## config.mk

```make
export PLATFORM = sky130hd
export DESIGN_NAME = shift_register_deserializer
export DESIGN_NICKNAME = d
export VERILOG_FILES = /design/src/rtl/shift_register_deserializer.sv
export SDC_FILE = /design/constraint.sdc
export NUM_CORES = 1
export LEC_CHECK = 0
export BUFFER_PORTS_ARGS = -buffer_cell sky130_fd_sc_hd__buf_2
export CAP_MARGIN = 30
export CORE_ASPECT_RATIO = 1.25
export CORE_MARGIN = 8
export CORE_UTILIZATION = 50
export CTS_CLUSTER_DIAMETER = 30
export DETAILED_ROUTE_END_ITERATION = 6
export GPL_TIMING_DRIVEN = 0
export PLACE_DENSITY = 0.78
export SYNTH_ARGS = -nofsm -noshare
export SYNTH_HDL_FRONTEND = slang
export SYNTH_SLANG_ARGS = --single-unit
```

## constraint.sdc

```tcl
create_clock -name CLK -period 2 [get_ports CLK]
set_clock_uncertainty 0.05 [all_clocks]
set_input_delay 0.2 -clock CLK [delete_from_list [all_inputs] [get_ports CLK]]
set_output_delay 0.2 -clock CLK [all_outputs]
set_load 0.02 [all_outputs]
```

## src/rtl/shift_register_deserializer.sv

```systemverilog
// Serial-in/parallel-out receiver: one bit per accepted cycle into WIDTH-bit words, double-buffered output.
// dataValid rises one cycle after the last bit; a word completing while the held word is unconsumed is dropped and flags overrun.
module shift_register_deserializer #(
  parameter int WIDTH     = 32,
  parameter bit MSB_FIRST = 1'b1
) (
  input  logic             CLK,
  input  logic             nRST,
  input  logic             serialIn,
  input  logic             serialValid,
  input  logic             frameStart,
  output logic [WIDTH-1:0] dataOut,
  output logic             dataValid,
  input  logic             dataReady,
  output logic             busy,
  output logic             overrun
);

  localparam int CW = (WIDTH > 2) ? $clog2(WIDTH) : 1;
  localparam logic [CW-1:0] LAST = CW'(WIDTH - 1);
  localparam logic [CW-1:0] POS0 = MSB_FIRST ? LAST : '0;

  typedef enum logic {IDLE, SHIFT} state_t;

  state_t           state, state_nxt;
  logic [CW-1:0]    cnt, cnt_nxt;
  logic [CW-1:0]    pos;
  logic [WIDTH-1:0] sr, sr_nxt, word;
  logic             complete;

  always_ff @(posedge CLK) begin
    if (!nRST) begin
      state <= IDLE;
      cnt   <= '0;
      sr    <= '0;
    end else begin
      state <= state_nxt;
      cnt   <= cnt_nxt;
      sr    <= sr_nxt;
    end
  end

  // word is the shift register with the current bit merged in at its slot
  always_comb begin
    state_nxt = state;
    cnt_nxt   = cnt;
    sr_nxt    = sr;
    complete  = 1'b0;
    pos       = MSB_FIRST ? (LAST - cnt) : cnt;
    word      = sr;
    word[pos] = serialIn;
    if (serialValid) begin
      if (frameStart) begin
        sr_nxt       = '0;
        sr_nxt[POS0] = serialIn;
        cnt_nxt      = CW'(1);
        state_nxt    = SHIFT;
      end else if (state == SHIFT) begin
        if (cnt == LAST) begin
          complete  = 1'b1;
          sr_nxt    = '0;
          cnt_nxt   = '0;
          state_nxt = IDLE;
        end else begin
          sr_nxt  = word;
          cnt_nxt = cnt + CW'(1);
        end
      end
    end
  end

  assign busy = (state == SHIFT);

  // A handshake on the completion edge frees the holding register for the new word
  always_ff @(posedge CLK) begin
    if (!nRST) begin
      dataOut   <= '0;
      dataValid <= 1'b0;
      overrun   <= 1'b0;
    end else if (complete) begin
      if (!dataValid || dataReady) begin
        dataOut   <= word;
        dataValid <= 1'b1;
      end else begin
        overrun <= 1'b1;
      end
    end else if (dataValid && dataReady) begin
      dataValid <= 1'b0;
    end
  end

endmodule
```

==> results of run 1 <==
[layout by cell type (no fill, tap or decap), types with 2 or more instances in the layout]
cell       instances
dfxtp_1           68
buf_2             49
a21oi_1           35
mux2i_1           32
o2bb2ai_1         31
a211oi_2          29
nand4b_1          15
buf_4             15
clkbuf_1          12
and4bb_2          11
clkbuf_8          10
nand4_1            6
buf_12             5
nand2_1            5
inv_1              4
o21ai_0            4
nor4b_2            4
dfxtp_4            4
a21oi_2            3
nor2_1             3
ha_2               3
buf_6              2
a211oi_4           2
clkbuf_4           2
o21a_1             2
nand3_1            2
clkbuf_2           2
ha_4               2
bufinv_16          2
clkbuf_16          2
[cell families (layout without fill, tap and decap cells)]
logic type      after synthesis  count (layout)  share of synthesized area (%)
compound gates              111             111                           26.5
flops                        72              72                           41.5
simple gates                 56              56                           13.9
buf+inv                      43             109                           7.06
mux                          32              32                           9.22
fa+ha+maj                     5               5                           1.80
[metal layers]
metal / track usage (%) / up-vias / part of all wire, %
met5: 0 / - / 0
met4: 8.46 / 0 / 1.4
met3: 3.31 / 16 / 4.6
met2: 31.3 / 92 / 50
met1: 21.4 / 1382 / 44
li1: - / 1347 / -
[where the power goes]
group          internal (mW)  leakage (nW)  switching, mW
logic                 0.0440         0.883          0.101
clock network          0.742         0.107          0.534
registers               1.43         0.583        0.00500
total                   2.22          1.57          0.640
[what timing repair did]
action | in CTS | in global routing
gates resized for setup | 21 | 17
pin swaps | 1 | 4
setup endpoints to repair | 62 | 62
gates cloned | 1 | 2
setup buffers | 7 | 6
[path summary, 6_finish.rpt]
kind / start / to / slack, ns / depth (start not counted)
max: cnt[0] / dataOut[31] / 0.06 / 6
min reg2reg: overrun / overrun / 0.41 / 1
min: nRST / overrun / 0.08 / 2
max reg2reg: cnt[0] / dataOut[31] / 0.06 / 6
[worst max-delay path: cells and delay by family, from the launching register on]
family	cells	cell delay, ns
simple gates	1	0.37
mux	1	0.36
fa+ha+maj	1	0.29
flops	1	0.36
compound gates	1	0.11
buf+inv	2	0.25
[per-stage QoR]
step	TNS [ns]	utilization (%)	worst slack (ns)
2_1_floorplan	0	-	0.00822
3_3_place_gp	-15.95	55.6	-0.329
3_5_place_dp	-16.26	55.6	-0.330
4_1_cts	-0.0870	60.6	-0.0174
5_1_grt	0	62.8	0.00159
6_report	0	62.8	0.0620
[cell type report]
class	count	area, um2	share of cell area, %
inverters	4	15.0	0.349
plain buffers	34	254	5.91
well taps	90	113	2.62
clock inverters	4	76.3	1.78
flip-flops and latches	72	1460	33.9
multi-input cells	204	1870	43.5
clock buffers	12	145	3.38
repair buffers	55	370	8.62
[flip-flops by register name, summed over array words and instances (netlist names)]
name	cells
sr	32
cnt	5
overrun	1
dataValid	1
busy	1
dataOut	32
==> metrics, run 1 <==
worst path required time approximately 2.2 ns; Initial Util around half; warnings from Yosys 0; count of final setup violators 0; Mapped Area approximately 3500 um2; die width just over 90 um; post-layout min period approximately 1.9 ns; Setup crit start kind flop; Worst slew margin 50.8%; Routed Antenna Nets 0; core box area between 6000 and 7000 um2; cell count after placement between 400 and 500; Synth area leader dfxtp_1; mean area per synthesized cell about 11 um2; first-pass GRT wire length around 14000 um; Row Count 34; worst setup path class flop to flop; Top FF cell, synth dfxtp_1; FF+latch count, synth approximately 70; vias in the first global route 2793; GP Congestion approximately 0.91; max incr delay on CP approximately 0.37 ns; CTS tree yes; H-tree Lvls 3; per-cell routed wire length between 15 and 20 um; drt total wl ~9000 um; final worst-path cycle share a little over nine tenths; Slew Limit Fails 0; drt pass-1 iters 4; power per cell area 665 nW/um2; Final Hold Fails 0; worst hold path type input port to flop; Post-CTS Hold Buffers 0; Synth top area share a little over 40%; Placement Cell Area between 3000 and 4000 um2; Finished Cell Area roughly 4300 um2; Die ar. 9890 um2; Final Non-Filler Cells 475; # Max-Cap Violations 0; Root Driver clkbuf_8; Synth area leaders dfxtp_1 (41%), a211oi_2 (11%), mux2i_1 (9.2%), o2bb2ai_1 (7.8%), a21oi_1 (5.5%); initial drt markers between 200 and 250; Die Height 109 um; WP data arrival about 2.1 ns; crit-path cells buf_4, inv_1, ha_2, nor4b_2, mux2i_1, a211oi_2; leakage ~1.6 nW; routed vias/inst roughly 6.0; Async SR Flop Fraction 0%; Clock Latency Late Sink roughly 0.34 ns; final hold slack 0.0834 ns; post-synthesis net count 330; layout cells sized above 1 between 40% and 50%; dpl hpwl 5980 um; Post-synth EDFFs 0; Critical-path top delay cell nor4b_2; maximum clock frequency slightly above 500 MHz; total power 2.86 mW; worst IR drop on VDD around 450 uV; initial antenna violation count 0; Nets roughly 390; top-count cell post-synth dfxtp_1; Clock Tree Buf Depth 2; area delta synth->final 23.7%; Ant. Diodes 0; RSZ-0062 raised after global routing false; Syn Inst Count approximately 320; CP Capture Type flop; status finished clean; CP max FO 8; Cell variety after synth 36; synth cell count leaders dfxtp_1 (72), a21oi_1 (38), mux2i_1 (32), o2bb2ai_1 (31), a211oi_2 (30); clk slew on worst S/H paths around 0.070 ns; # IOs 41; number of remaining DRC errors 0; total congestion overflow 0; Seq/Total Area, Yosys 41.5%; largest net degree at the start of global routing 20; IO buf count 39; vias after detailed routing 2837; Slew @ Worst Pin around 0.74 ns; # fillers approximately 560; clock sinks slightly above 70; cts bufs inserted 9; All-Layer GR Usage a little under a fifth
(Power assumes the default switching activity.)
==> run 2: changes to the inputs <==
--- a/config.mk
+++ b/config.mk
@@ -5,15 +5,16 @@
 export SDC_FILE = /design/constraint.sdc
 export NUM_CORES = 1
 export LEC_CHECK = 0
+export ABC_AREA = 1
 export BUFFER_PORTS_ARGS = -buffer_cell sky130_fd_sc_hd__buf_2
 export CAP_MARGIN = 30
 export CORE_ASPECT_RATIO = 1.25
 export CORE_MARGIN = 8
-export CORE_UTILIZATION = 50
+export CORE_UTILIZATION = 30
 export CTS_CLUSTER_DIAMETER = 30
 export DETAILED_ROUTE_END_ITERATION = 6
 export GPL_TIMING_DRIVEN = 0
-export PLACE_DENSITY = 0.78
+export PLACE_DENSITY = 0.53
 export SYNTH_ARGS = -nofsm -noshare
 export SYNTH_HDL_FRONTEND = slang
 export SYNTH_SLANG_ARGS = --single-unit
==> metrics, run 2 <==
Synth area leader dfxtp_1; Cell variety after synth 26; Top FF cell, synth dfxtp_1; vias after detailed routing 3536; clk slew on worst S/H paths about 0.060 ns; largest net degree at the start of global routing 12; initial antenna violation count 0; Routed Antenna Nets 0; drt pass-1 iters 4; Min-Delay Endpoint busy; total congestion overflow 0; cell count after placement 689; Synth Area in Simple Gates between 30% and 40%; # IOs about 40; vias in the first global route 3526; CP max FO 10; # Max-Cap Violations 0; H-tree Lvls 3; largest family of logic cells by synthesized area simple AND/OR/NAND/NOR gates; Root Driver clkbuf_16; post-synthesis net count roughly 520; dpl hpwl 7790 um; FF+latch count, synth between 70 and 80; worst IR drop on VDD 455 uV; core box area about 12000 um2; per-cell routed wire length 15.1 um; Row Count 44; Initial Util slightly above 30%; Finished Cell Area 4310 um2; Mapped Area around 3500 um2; final worst-path cycle share 95.5%; drt total wl between 10000 and 15000 um; most frequent cells in the layout nand2_1 (107), dfxtp_1 (70), nand3_1 (66), a21oi_1 (66), inv_1 (51); die width 113 um; worst setup path class flop to flop; Placement Cell Area slightly below 4000 um2; clock sinks between 70 and 80; number of remaining DRC errors 0; Setup crit start kind flop; CP Capture Type flop; GP Congestion 0.869; Slew Limit Fails 0; Nets 575; CTS tree yes; Synth Area in Compound Gates around 15%; reg2reg setup slack ~0.091 ns; Final Hold Fails 0; cts bufs inserted 9; IO buf count 39; Clock Latency Late Sink 0.34 ns; Async SR Flop Fraction 0%; power per cell area 745 nW/um2; leakage 1.84 nW; leading registers by flop count dataOut: 32 flops, sr: 32 flops, cnt: 5 flops; Ant. Diodes 0; Worst Hold Path Cells 3; Slew @ Worst Pin 0.616 ns; Seq/Total Area, Yosys between 40% and 50%; mean area per synthesized cell between 6 and 7 um2; Synth area leaders dfxtp_1 (41%), nand2_1 (11%), a21oi_1 (10%), nand3_1 (9.3%), inv_1 (5.4%); length in cells of the worst reg-to-reg path 7; warnings from Yosys 0; area delta synth->final 21.6%; Reg-to-Reg End dataOut[26]; layout cells sized above 1 a little under a fifth; WP data arrival 2.08 ns; adder-cell share of the synthesized area approximately 1.8%; critical register-to-register path startpoint cnt[1]; CP top delay family buffers and inverters; synth cell count leaders nand2_1 (108), dfxtp_1 (72), a21oi_1 (71), nand3_1 (66), inv_1 (51); worst path required time 2.17 ns; Multi-input gate area between 1500 and 2000 um2; Critical-path top delay cell clkbuf_1; Final Non-Filler Cells slightly above 700; post-layout min period between 1.5 and 2 ns; count of final setup violators 0; Worst Path Buf+Inv 3; top-count cell post-synth nand2_1; crit-path cells inv_1, ha_1, clkbuf_2, clkbuf_1, nand4_1, a21oi_1, nor2_1; All-Layer GR Usage ~14%; maximum clock frequency approximately 520 MHz; Die Height roughly 140 um; mux share of post-synthesis cell area 0%; most common cell after layout, fill and taps aside nand2_1; hold path start serialValid; Syn Inst Count 512; Worst slew margin approximately 59%; max incr delay on CP 0.50 ns; Synth top area share between 40 and 50%; Register Area about 1400 um2; post-synthesis xor/xnor area fraction 0%; routed vias/inst between 5 and 6; Post-synth EDFFs 0; status finished clean; first-pass GRT wire length roughly 18000 um; initial drt markers roughly 180; Clock Tree Buf Depth 2; Die ar. 15600 um2; worst hold path type input port to flop; # fillers 1263
==> run 2: changes by cell type in the layout (fill, tap and decap cells not counted), sizes merged, moves of 15 or more <==
cell     delta
nor2       +34
mux2i      -32
nand2     +108
nand4      +15
a211oi     -31
o2bb2ai    -31
a21oi      +33
inv        +52
o21ai      +24
nand3      +63
nand4b     -15
==> run 2: tightest hold or removal path, delay by kind of cell <==
family	cells	cell delay, ns
compound gates	1	0.07
buf+inv	1	0.12
simple gates	1	0.09
==> run 2: how the worst max path moves through the flow <==
stage	endpoint	start	slack (ns)	depth (start not counted)
detailed placement	dataOut[19]	cnt[0]	-0.34	10
global placement	dataOut[19]	cnt[0]	-0.33	10
CTS	dataOut[26]	cnt[0]	0.01	10
finish	dataOut[26]	cnt[1]	0.09	7
floorplan	dataOut[16]	cnt[0]	0.17	10
global route	dataOut[11]	cnt[0]	-0.002	11
==> run 2: through the flow <==
stage / hold WS, ns / utilization [%] / power, mW / setup TNS [ns] / setup WS, ns
floorplan: 0.332 / - / 1.58 / 0 / 0.175
global placement: 0.400 / 33.8 / 1.64 / -11.14 / -0.326
detailed placement: 0.405 / 33.8 / 1.64 / -11.86 / -0.338
CTS: 0.131 / 37.0 / 3.25 / 0 / 0.00981
global route: 0.157 / 37.3 / 3.31 / -0.00396 / -0.00199
finish: 0.142 / 37.3 / 3.21 / 0 / 0.0908
==> run 2: cells by family after synthesis <==
logic type / Yosys count
AO/OA/AOI/OAI: 102
AND/OR/NAND/NOR: 240
buffers and inverters: 93
flip-flops: 72
adder cells (fa/ha/maj): 5
==> run 2: where the power goes <==
part / internal, mW / switching, mW / leakage [nW]
logic: 0.0357 / 0.128 / 1.11
registers: 1.44 / 0.00640 / 0.581
clock network: 1.00 / 0.593 / 0.155
==> run 2: timing repair <==
action / 4_1_cts / 5_1_grt
setup buffers: 2 / 1
hold buffers: 0 / 0
pin swaps: 1 / 2
endpoints found under the setup margin: 63 / 62
resized for setup: 17 / 5
==> run 2: layout make-up <==
class	count	area share, %
Multi-Input combinational cell	347	40.2
Sequential cell	72	33.6
Clock buffer	14	6.82
Inverter	57	5.08
Timing Repair Buffer	42	5.05
Buffer	35	4.99
Tap cell	138	4.01
Clock inverter	2	0.232
==> run 2: metal layers <==
| layer | routed length (um) | up-vias | GRT usage, % | share of wire (%) |
|---|---|---|---|---|
| met1 | 4490 | 1654 | 15.4 | 42 |
| li1 | - | 1781 | - | - |
| met4 | 391 | 0 | 9.27 | 3.7 |
| met3 | 515 | 24 | 3.07 | 4.8 |
| met5 | 0 | - | 0 | 0 |
| met2 | 5270 | 77 | 25.3 | 49 |
